==> src/rtl/pingpang_pkg.sv <==
// Shared definitions for the ping-pong buffer feeder: FSM encoding,
// channel constants and default sample width.
package pingpang_pkg;

    localparam int unsigned DEF_DW = 16;

    // Channel tags match the buffer's switch polarity.
    localparam logic CH_A = 1'b0;
    localparam logic CH_B = 1'b1;

    typedef enum logic [3:0] {
        StIdle   = 4'b0001,
        StStream = 4'b0010,
        StGuard  = 4'b0100,
        StSettle = 4'b1000
    } state_e;

endpackage

==> src/rtl/pingpang_idle_timer.sv <==
// Loadable down-counter; done is high during the last counted cycle.
module pingpang_idle_timer #(
    parameter int unsigned W = 8
) (
    input  logic         clk,
    input  logic         rst_n,
    input  logic         load,
    input  logic [W-1:0] load_val,
    output logic         done
);

    logic [W-1:0] cnt_q;

    always_ff @(posedge clk or negedge rst_n) begin
        if (!rst_n) begin
            cnt_q <= '0;
        end else if (load) begin
            cnt_q <= load_val;
        end else if (cnt_q != '0) begin
            cnt_q <= cnt_q - W'(1);
        end
    end

    // Not gated by load: the owner reloads on done to chain windows back to back.
    assign done = (cnt_q == W'(1));

endmodule

==> src/rtl/pingpang_feeder.sv <==
// Feeds framed samples into the ping-pong buffer, inserting idle guard/settle
// windows around every switch change and policing frame length.
module pingpang_feeder
    import pingpang_pkg::*;
#(
    parameter int unsigned DW         = DEF_DW,
    parameter int unsigned FRAME_LEN  = 8,
    parameter int unsigned CNT_W      = 8,
    parameter int unsigned GUARD_CYC  = 2,
    parameter int unsigned SETTLE_CYC = 2
) (
    input  logic          clk,
    input  logic          rst_n,
    input  logic          s_valid,
    output logic          s_ready,
    input  logic [DW-1:0] s_data,
    input  logic          s_chan,
    input  logic          s_last,
    output logic          data_en,
    output logic [DW-1:0] data_in_a,
    output logic [DW-1:0] data_in_b,
    output logic          switch,
    output logic          frame_done,
    output logic          err_short,
    output logic          err_long,
    input  logic          err_clr
);

    localparam int unsigned TW = 8;
    localparam logic [CNT_W-1:0] LEN = CNT_W'(FRAME_LEN);

    state_e           state_q;
    logic [CNT_W-1:0] cnt_q;
    logic [CNT_W-1:0] cnt_inc;
    logic             chan_match;
    logic             accept;
    logic             tmr_load;
    logic             tmr_done;
    logic [TW-1:0]    tmr_val;

    assign chan_match = (s_chan == switch);

    // Ready is forced low while reset is held, since IDLE readiness is combinational.
    assign s_ready = (state_q == StStream) || ((state_q == StIdle) && chan_match && rst_n);
    assign accept  = s_valid && s_ready;

    assign cnt_inc = (state_q == StIdle) ? CNT_W'(1) : cnt_q + CNT_W'(1);

    assign tmr_load = ((state_q == StIdle) && s_valid && !chan_match) ||
                      ((state_q == StGuard) && tmr_done);
    assign tmr_val  = (state_q == StIdle) ? TW'(GUARD_CYC) : TW'(SETTLE_CYC);

    pingpang_idle_timer #(
        .W (TW)
    ) u_idle_timer (
        .clk      (clk),
        .rst_n    (rst_n),
        .load     (tmr_load),
        .load_val (tmr_val),
        .done     (tmr_done)
    );

    always_ff @(posedge clk or negedge rst_n) begin
        if (!rst_n) begin
            state_q    <= StIdle;
            cnt_q      <= '0;
            data_en    <= 1'b0;
            data_in_a  <= '0;
            data_in_b  <= '0;
            switch     <= CH_A;
            frame_done <= 1'b0;
            err_short  <= 1'b0;
            err_long   <= 1'b0;
        end else begin
            data_en    <= accept;
            frame_done <= 1'b0;
            if (err_clr) begin
                err_short <= 1'b0;
                err_long  <= 1'b0;
            end
            if (accept) begin
                if (switch == CH_A) begin
                    data_in_a <= s_data;
                end else begin
                    data_in_b <= s_data;
                end
                // Error sets come after the clear so they win in the same cycle.
                if (s_last || (cnt_inc == LEN)) begin
                    frame_done <= 1'b1;
                    cnt_q      <= '0;
                    state_q    <= StIdle;
                    if (s_last && (cnt_inc < LEN)) begin
                        err_short <= 1'b1;
                    end
                    if (!s_last) begin
                        err_long <= 1'b1;
                    end
                end else begin
                    cnt_q   <= cnt_inc;
                    state_q <= StStream;
                end
            end else begin
                unique case (state_q)
                    StIdle: begin
                        if (s_valid) begin
                            state_q <= StGuard;
                        end
                    end
                    StStream: ;
                    StGuard: begin
                        if (tmr_done) begin
                            switch  <= (switch == CH_A) ? CH_B : CH_A;
                            state_q <= StSettle;
                        end
                    end
                    StSettle: begin
                        if (tmr_done) begin
                            state_q <= StIdle;
                        end
                    end
                    default: state_q <= StIdle;
                endcase
            end
        end
    end

endmodule

==> config.mk <==
export PLATFORM = sky130hd
export DESIGN_NAME = pingpang_feeder
export DESIGN_NICKNAME = d
export VERILOG_FILES = /design/src/rtl/pingpang_pkg.sv /design/src/rtl/pingpang_idle_timer.sv /design/src/rtl/pingpang_feeder.sv
export SDC_FILE = /design/constraint.sdc
export NUM_CORES = 1
export LEC_CHECK = 0
export CAP_MARGIN = 20
export CORE_MARGIN = 4
export CORE_UTILIZATION = 30
export DETAILED_ROUTE_END_ITERATION = 10
export GPL_TIMING_DRIVEN = 0
export PLACE_DENSITY_LB_ADDON = 0.25
export SLEW_MARGIN = 30
export SYNTH_ARGS = -nofsm -noshare
export SYNTH_HDL_FRONTEND = slang
export SYNTH_SLANG_ARGS = --single-unit
==> constraint.sdc <==
create_clock -name clk -period 2.55 [get_ports clk]
set_input_delay 0.6375 -clock clk [delete_from_list [all_inputs] [get_ports clk]]
set_output_delay 0.6375 -clock clk [all_outputs]
set_load 0.05 [all_outputs]
==> impl_metrics.env <==
export IMPL_outcome="finished, final reports clean"
export IMPL_routed_wl_um=5870
export IMPL_end_kind="output port"
export IMPL_antenna_found_initial=0
export IMPL_overflow=0
export IMPL_synth_seq_area_share=0.546
export IMPL_placed_cell_area_um2=3350
export IMPL_hold_slack_ns=0.155
export IMPL_placed_cells=387
export IMPL_final_util=0.432
export IMPL_synth_edf_count=0
export IMPL_p_leak_nw=1.54
export IMPL_ir_drop_v=0.000679
export IMPL_power_density_nw_per_um2=1390
export IMPL_cp_start_kind="input port"
export IMPL_slowest_delay_ns=0.44
export IMPL_diodes=0
export IMPL_cp_data_arrival_time_ns=1.87
export IMPL_cp_slowest_cell="clkdlybuf4s50_1"
export IMPL_syn_nets=248
export IMPL_grt_pass1_wl_um=9790
export IMPL_vias=1953
export IMPL_drive_above_1_share=0.228
export IMPL_async_reset_ff_frac=1.00
export IMPL_min_path_type="in2async"
export IMPL_drc_errors=0
export IMPL_crit_fanout=2
export IMPL_cp_top_family="buffers and inverters"
export IMPL_max_freq_mhz=398
export IMPL_clk_pin_slew_worst_paths_ns=0.07
export IMPL_grt_pass1_vias=1988
export IMPL_rsz0062_at_grt="no"
export IMPL_cts_tree="yes"
export IMPL_period_share=0.985
export IMPL_setup_tns_final_ns=0
export IMPL_yosysWarnings=0
export IMPL_worst_setup_path_type="in2out"
export IMPL_crit_buf_inv=2
export IMPL_post_cts_buffers=0
export IMPL_worstPathCellList="clkdlybuf4s50_1, xnor2_2, a31o_2, and2_1, buf_4"
export IMPL_maxSlewHeadroom=0.556
export IMPL_fp_dieW_um=101
export IMPL_core_region_area_um2=8340
export IMPL_via_per_inst=4.85
export IMPL_stdcell_area_um2=3610
export IMPL_syn_instance_count=223
export IMPL_setup_viol=0
export IMPL_synth_flop_cell="dfrtp_1"
export IMPL_die_h_um=101
export IMPL_ios=60
export IMPL_fin_cells=403
export IMPL_num_nets_final=318
export IMPL_drt_iter0_drc=53
export IMPL_worst_pin_slew_ns=0.659
export IMPL_gp_congestion=0.839
export IMPL_syn_area_per_cell_um2=11.7
export IMPL_hold_viol=0
export IMPL_wl_per_cell_um=14.6
export IMPL_layout_common_cells="dfrtp_1, clkdlybuf4s50_1, mux2_2, nor2_1, clkbuf_8"
export IMPL_critPathRequiredTime_ns=1.91
export IMPL_r2r_slack_ns=0.26
export IMPL_skew_ns=0.00539
export IMPL_grt_start_max_net_pins=48
export IMPL_cts_sinks=57
export IMPL_row_count=33
export IMPL_ys_types=52
export IMPL_start_util=0.314
export IMPL_root_buffer="clkbuf_8"
export IMPL_cts_buffer_depth=2
export IMPL_drt_antenna_violating_nets=0
export IMPL_area_growth_pct=37.9
export IMPL_grtUsageTotal=0.122
export IMPL_die_area_um2=10300
export IMPL_hpwl_um=4270
export IMPL_min_period_ns=2.51
export IMPL_final_max_slew_viol_count=0
export IMPL_portBuffers=58
export IMPL_insertion_delay_ns=0.33
export IMPL_cts_buffers=9
export IMPL_nFillCells=799
export IMPL_ys_seq_elements=57
export IMPL_firstDrtPassIters=4
export IMPL_htree_levels=3
export IMPL_synth_area_um2=2620
export IMPL_drv_cap=0
==> state kept, by name, summed over array words and instances (netlist names) <==
signal,flops
u_idle_timer.cnt_q,8
err_long,1
state_q,4
data_en,1
data_in_a,16
switch,1
err_short,1
data_in_b,16
frame_done,1
cnt_q,8
==> routing by layer <==
metal | track usage | wire (µm) | share of wire | vias to the layer above
li1 | - | - | - | 945
met1 | 0.157 | 2600 | 0.44 | 957
met4 | 0.0358 | 46 | 0.0078 | 0
met5 | 0 | 0 | 0 | -
met2 | 0.189 | 2850 | 0.49 | 46
met3 | 0.0517 | 374 | 0.064 | 5
==> worst reg2reg max path, delay by kind of cell, from the launching register on <==
kind	cells	cell delay [ns]
buffers and inverters	2	0.44
and+or+nand+nor	3	0.62
DFF	1	0.53
muxes	1	0.37
AOI/OAI and AO/OA	1	0.21
==> cell type report <==
cell class / instances / area, µm² / share of cell area
Buffer: 8 / 43.8 / 0.0121
Clock buffer: 11 / 141 / 0.0392
Clock inverter: 5 / 103 / 0.0285
Inverter: 9 / 33.8 / 0.00937
Multi-Input combinational cell: 149 / 1120 / 0.311
Sequential cell: 57 / 1430 / 0.396
Tap cell: 105 / 131 / 0.0364
Timing Repair Buffer: 59 / 603 / 0.167
==> synth_stat cells, types with 2 or more instances <==
cell type,count,area [µm²]
a21oi_1,8,40.0
inv_1,8,30.0
a31oi_1,3,18.8
dfrtp_1,56,1400
a31o_2,2,17.5
mux2i_1,2,20.0
nand4_1,3,18.8
mux2_2,33,372
o21ai_0,3,15.0
nand3_1,5,25.0
nor2b_1,2,12.5
nor2_1,24,90.1
nand2b_1,2,12.5
clkbuf_1,3,11.3
buf_2,2,10.0
o31ai_1,3,22.5
and4_1,2,17.5
xnor2_1,6,52.6
nand2_1,9,33.8
o22ai_1,2,12.5
and3_1,2,12.5
ha_1,3,37.5
nor4_1,6,37.5
nor3_1,6,30.0
==> final timing paths <==
kind | from | endpoint | cells after the start
worst min register to register | data_in_a[8]$_DFFE_PN0P_ | data_in_a[8]$_DFFE_PN0P_ | 1
worst min-delay path | rst_n | state_q[3]$_DFFE_PN0P_ | 1
max in group asynchronous | rst_n | data_in_b[7]$_DFFE_PN0P_ | 2
worst max-delay path | s_chan | s_ready | 5
worst max register to register | state_q[0]$_DFFE_PN1P_ | data_in_a[7]$_DFFE_PN0P_ | 7
min in group clk | data_in_a[8]$_DFFE_PN0P_ | data_in_a[8]$_DFFE_PN0P_ | 1
==> power breakdown <==
part / total (mW) / leakage, nW / switching, mW / internal [mW]
logic: 2.46 / 0.694 / 1.53 / 0.938
registers: 1.51 / 0.729 / 0.243 / 1.27
clock network: 1.03 / 0.120 / 0.357 / 0.674
total: 5.01 / 1.54 / 2.13 / 2.88
==> logic make-up after synthesis <==
family | share of synthesized area
and+or+nand+nor | 0.151
DFF | 0.546
muxes | 0.150
AOI/OAI and AO/OA | 0.0861
buffers and inverters | 0.0297
xor gates and xnor gates | 0.0234
adders and majority gates | 0.0144
==> stage by stage <==
stage          power, mW  worst slack, ns
2_1_floorplan       3.21            0.363
3_3_place_gp        3.97            -2.63
3_5_place_dp        4.02           -0.592
4_1_cts             5.09           0.0321
5_1_grt             5.33          0.00845
6_report            5.01           0.0392
==> repair_timing <==
| action | in CTS | in global routing |
|---|---|---|
| gates resized for setup | 8 | 0 |
| hold buffers | 0 | 0 |
| setup endpoints to repair | 11 | 0 |
(Power assumes the default switching activity.)
==> variant 1: new RTL, same settings <==
The 4 states of `state_e` get a binary encoding in 2 bits.
--- a/src/rtl/pingpang_pkg.sv
+++ b/src/rtl/pingpang_pkg.sv
@@ -8,11 +8,11 @@
     localparam logic CH_A = 1'b0;
     localparam logic CH_B = 1'b1;
 
-    typedef enum logic [3:0] {
-        StIdle   = 4'b0001,
-        StStream = 4'b0010,
-        StGuard  = 4'b0100,
-        StSettle = 4'b1000
+    typedef enum logic [1:0] {
+        StIdle   = 2'd0,
+        StStream = 2'd1,
+        StGuard  = 2'd2,
+        StSettle = 2'd3
     } state_e;
 
 endpackage
Formal check against the unedited RTL: same outputs for any inputs over 10 cycles, from zero or initial values and one cycle with rst_n low; not proved beyond that.
==> variant 1 against the original RTL <==
- design area shrank 6.9%
- synthesized cell count is 0.90% lower
- synthesized area fell by 3.2%
- power is 20% lower
- clock skew decreased by 0.00094 ns
- routed wire length decreased by 9.3%
- sequential cell count shrank 2
- setup slack gained 0.10 ns
- non-clock buffer count rose by 1
- clock power decreased by 52%
- critical path depth stayed put
- combinational power is 15% lower
- critical path type unchanged
- largest cell class unchanged
- highest routed layer unchanged
==> variant 1: results (changes against the original RTL) <==
[metrics] share of final-layout standard cells stronger than drive strength 1: 20.8% (-2.1 points)
[metrics] Leakage: 1.48 nW (-3.9%)
[metrics] count of buffers not belonging to the clock network in the layout: 68 (+1.5%)
[metrics] leading post-synthesis cells by instance count: dfrtp_1 (55), mux2_2 (33), nor2_1 (16)
[metrics] crit-path max FO: 3 (+1)
[metrics] fraction of standard cell area in multi-input logic: 32.2% (+1.1 points)
[metrics] post-synthesis share of cell area spent on full adders, half adders and majority gates: 1.48% (+0.047 points)
[metrics] insertion delay of the later-clocked pin in the worst-skew pair: 0.31 ns (-0.02 ns)
[metrics] startpoint of the worst-slack reg-to-reg timing path: cnt_q[0]
[metrics] first-pass GRT wire length: 9290 um (-5.1%)
[metrics] final net count: 313 (-1.6%)
[metrics] cell types with the largest area share after synthesis: dfrtp_1 (54%), mux2_2 (15%), o21ai_0 (2.4%), nor2_1 (2.4%), nand3_1 (2.0%)
[metrics] Max stage delay on crit path: 0.41 ns (-0.03 ns)
[metrics] met2 routed WL: 2520 um (-11%)
[metrics] sequential share of the synthesized area: 54.3% (-0.25 points)
[metrics] final weighted congestion in routability-driven placement: 0.771 (-8.1%)
[metrics] multiplexer share of the synthesized area: 15.1% (+0.093 points)
[metrics] via count of the first global-routing pass: 1,922 (-3.3%)
[metrics] Clock buffer cells: 5 (-6)
[metrics] post-synthesis compound-gate area fraction: 8.94% (+0.33 points)
[metrics] met3 Usage GRT: 3.13% (-2.0 points)
[metrics] input/output buffers: 59 (+1.7%)
[metrics] overall routed net length: 5320 um (-9.3%)
[metrics] status: complete, no violations
[metrics] net count after synthesis: 246 (-0.81%)
[metrics] R2R depth: 6 (-1)
[metrics] VDD IR-drop max: 663 uV (-2.3%)
[metrics] worst reg-to-reg setup slack: 0.31 ns (+0.05 ns)
[metrics] post-CTS sizing: 3 (-5)
[metrics] WHS: 0.171 ns (+0.0165 ns)
[metrics] r2r endpoint: cnt_q[2]
[metrics] share of the synthesized netlist area taken by xor and xnor gates: 2.08% (-0.27 points)
[metrics] clock network contribution to total cell area: 2.72% (-4.0 points)
[metrics] Final HPWL DP: 3950 um (-7.6%)
[metrics] routed via count divided by cell count: 4.79 (-1.2%)
[metrics] Crit path arrival time: 1.77 ns (-0.10 ns)
[metrics] clock slew at reported path FFs: 0.10 ns (+0.03 ns)
[metrics] fill cell count: 809 (+1.3%)
[metrics] pin count of the biggest net entering global routing: 42 (-13%)
[metrics] post-synthesis cell type count: 47 (-9.6%)
[metrics] met2 Resource Use GR: 18.0% (-0.90 points)
-- variant 1: cell count changes after synthesis, moves of 2 or more --
cell	unedited run	this run
xnor2_1	6	3
nor2_1	24	16
a31o_2	2	0
nand3_1	5	10
nand2_1	9	13
and4_1	2	0
nor4_1	6	2
a31oi_1	3	1
a21oi_1	8	6
a32oi_1	0	2
o21ai_0	3	12
xor2_1	1	3
or2_2	1	3
-- variant 1: power breakdown --
group	internal, mW	switching, mW
logic	0.792	1.29
registers	1.20	0.242
clock network	0.197	0.294
total	2.19	1.82
-- variant 1: per-stage QoR --
step	instance area (um2)	power [mW]	instances	setup slack, ns	setup TNS, ns
after global placement	3250	3.53	385	-2.37	-134.20
final	3360	4.01	394	0.139	0
after CTS	3360	4.07	394	0.0177	0
after detailed placement	3270	3.57	386	-0.396	-3.44
after global routing	3360	4.27	394	0.00863	0
after floorplan	2530	2.87	221	0.231	0
==> variant 2: new RTL, same settings <==
Made on the original files. The parameter `CNT_W` goes from 8 to 12.
--- a/src/rtl/pingpang_feeder.sv
+++ b/src/rtl/pingpang_feeder.sv
@@ -5,7 +5,7 @@
 #(
     parameter int unsigned DW         = DEF_DW,
     parameter int unsigned FRAME_LEN  = 8,
-    parameter int unsigned CNT_W      = 8,
+    parameter int unsigned CNT_W      = 12,
     parameter int unsigned GUARD_CYC  = 2,
     parameter int unsigned SETTLE_CYC = 2
 ) (
Check against the original RTL: same outputs for any inputs over 10 cycles, from zero or initial values and one cycle with rst_n low; that may be too few to reach the edited logic, so the function may still have changed.
==> variant 2 against the original RTL <==
- sequential cell count grew 4
- setup slack gained 0.032 ns
- synthesized area grew 13%
- clock power shrank 16%
- combinational power shrank 5%
- routed wire length grew 15%
- critical path type unchanged
- power shrank 5.6%
- design area grew 11%
==> variant 2: results (changes against the original RTL) <==
[metrics] net count after synthesis: 292 (+18%)
[metrics] final weighted congestion in routability-driven placement: 0.784 (-6.6%)
[metrics] first-pass GRT wire length: 11,300 um (+15%)
[metrics] post-route ant nets: 0 (unchanged)
[metrics] final net count: 368 (+16%)
[metrics] Final Non-Filler Cells: 476 (+18%)
[metrics] detailed-routing iteration count for the pre-antenna-repair pass: 4 (unchanged)
[metrics] post-synthesis share of cell area spent on full adders, half adders and majority gates: 1.27% (-0.17 points)
[metrics] number of cells in the design after placement: 455 (+18%)
[metrics] Final HPWL DP: 4890 um (+14%)
[metrics] share of final-layout standard cells stronger than drive strength 1: 23.3% (+0.52 points)
[metrics] post-synthesis compound-gate area fraction: 9.94% (+1.3 points)
[metrics] DRC violation total after the first TritonRoute iteration: 138 (+160%)
[metrics] Post-Route Skew: 0.00578 ns (+0.000392 ns)
[metrics] pin count of the biggest net entering global routing: 40 (-17%)
[metrics] via count of the first global-routing pass: 2,161 (+8.7%)
[metrics] sequential share of the synthesized area: 51.6% (-3.0 points)
[metrics] share of the synthesized netlist area taken by xor and xnor gates: 2.37% (+0.023 points)
[metrics] GRT Overall Usage: 12.5% (+0.25 points)
[metrics] transition at the pin with the smallest max-transition slack: 0.714 ns (+0.0542 ns)
[metrics] routed via count divided by cell count: 4.75 (-1.9%)
[metrics] fill cell count: 923 (+16%)
[metrics] Leakage: 1.74 nW (+13%)
[metrics] VDD IR-drop max: 357 uV (-47%)
[metrics] Clk Tree Root Cell: clkbuf_8
[metrics] syn avg cell area: 11.1 um2 (-5.5%)
[metrics] multiplexer share of the synthesized area: 13.1% (-1.9 points)
[metrics] post-synthesis cell type count: 53 (+1.9%)
[metrics] Top Registers: data_in_a x16, data_in_b x16, cnt_q x12
[metrics] average routed wire per standard cell: 14.2 um (-2.3%)
[metrics] leading post-synthesis cells by instance count: dfrtp_1 (60), mux2_2 (33), nand2_1 (27)
[metrics] cell types with the largest area share after synthesis: dfrtp_1 (51%), mux2_2 (13%), nand2_1 (3.4%), xnor2_1 (2.1%), nor2_1 (1.9%)
[metrics] Crit path arrival time: 1.84 ns (-0.03 ns)
[metrics] clock slew at reported path FFs: 0.07 ns (about the same)
[metrics] status: complete, no violations
[variant 2: path summary, 6_finish.rpt]
path,slack (ns),depth (start not counted),start,to
max,0.07,5,s_chan,s_ready
min,0.15,1,rst_n,err_long
max reg2reg,0.14,9,cnt_q[0],cnt_q[3]
min reg2reg,0.50,1,data_in_b[5],data_in_b[5]
max in group asynchronous,1.86,2,rst_n,state_q[0]
min in group clk,0.50,1,data_in_b[5],data_in_b[5]
[variant 2: area by class of cell]
cell class,instances,share of cell area [%]
plain buffers,11,1.53
multi-input cells,186,34.4
repair buffers,65,16.1
well taps,129,4.02
flip-flops and latches,61,38.2
inverters,9,0.842
clock inverters,4,1.19
clock buffers,11,3.78
[variant 2: metal layers]
layer  global-route usage [%]  routed length, um  vias up
met5                        0                  0        -
met1                     17.5               3180     1091
met3                     2.76                318       10
met2                     17.8               3140       50
li1                         -                  -     1112
met4                     6.58                127        0
[variant 2: repair_timing]
| action | CTS | global route |
|---|---|---|
| gates resized for setup | 8 | 8 |
| buffers inserted | 1 | 5 |
| hold buffers | 0 | 0 |
| pin swaps | 0 | 2 |
| endpoints found under the setup margin | 22 | 34 |
[variant 2: logic make-up after synthesis]
group,count (synthesis)
XOR/XNOR,8
flip-flops,61
buffers and inverters,20
AO/OA/AOI/OAI,44
multiplexers,34
adder cells (fa/ha/maj),3
AND/OR/NAND/NOR,97
[variant 2: critical path, cell delays in order]
cell and delay [ns]:
clkdlybuf4s50_1 0.52, xnor2_2 0.14, nand3_2 0.14, a21boi_4 0.18
buf_4 0.22
[variant 2: report_power, final]
group | internal [mW] | switching, mW
Combinational | 0.934 | 1.40
Clock | 0.496 | 0.369
Sequential | 1.29 | 0.239
Total | 2.72 | 2.01
[variant 2: through the flow]
step	power (mW)	area [um2]	setup slack (ns)	utilization [%]	setup TNS [ns]
finish	4.73	4010	0.0712	42.6	0
global route	5.02	4010	0.00111	42.6	0
CTS	4.69	3940	0.000343	41.8	0
detailed placement	3.79	3730	-0.593	39.6	-13.24
global placement	3.76	3710	-2.98	39.4	-213.84
floorplan	3.07	2970	0.0878	-	0
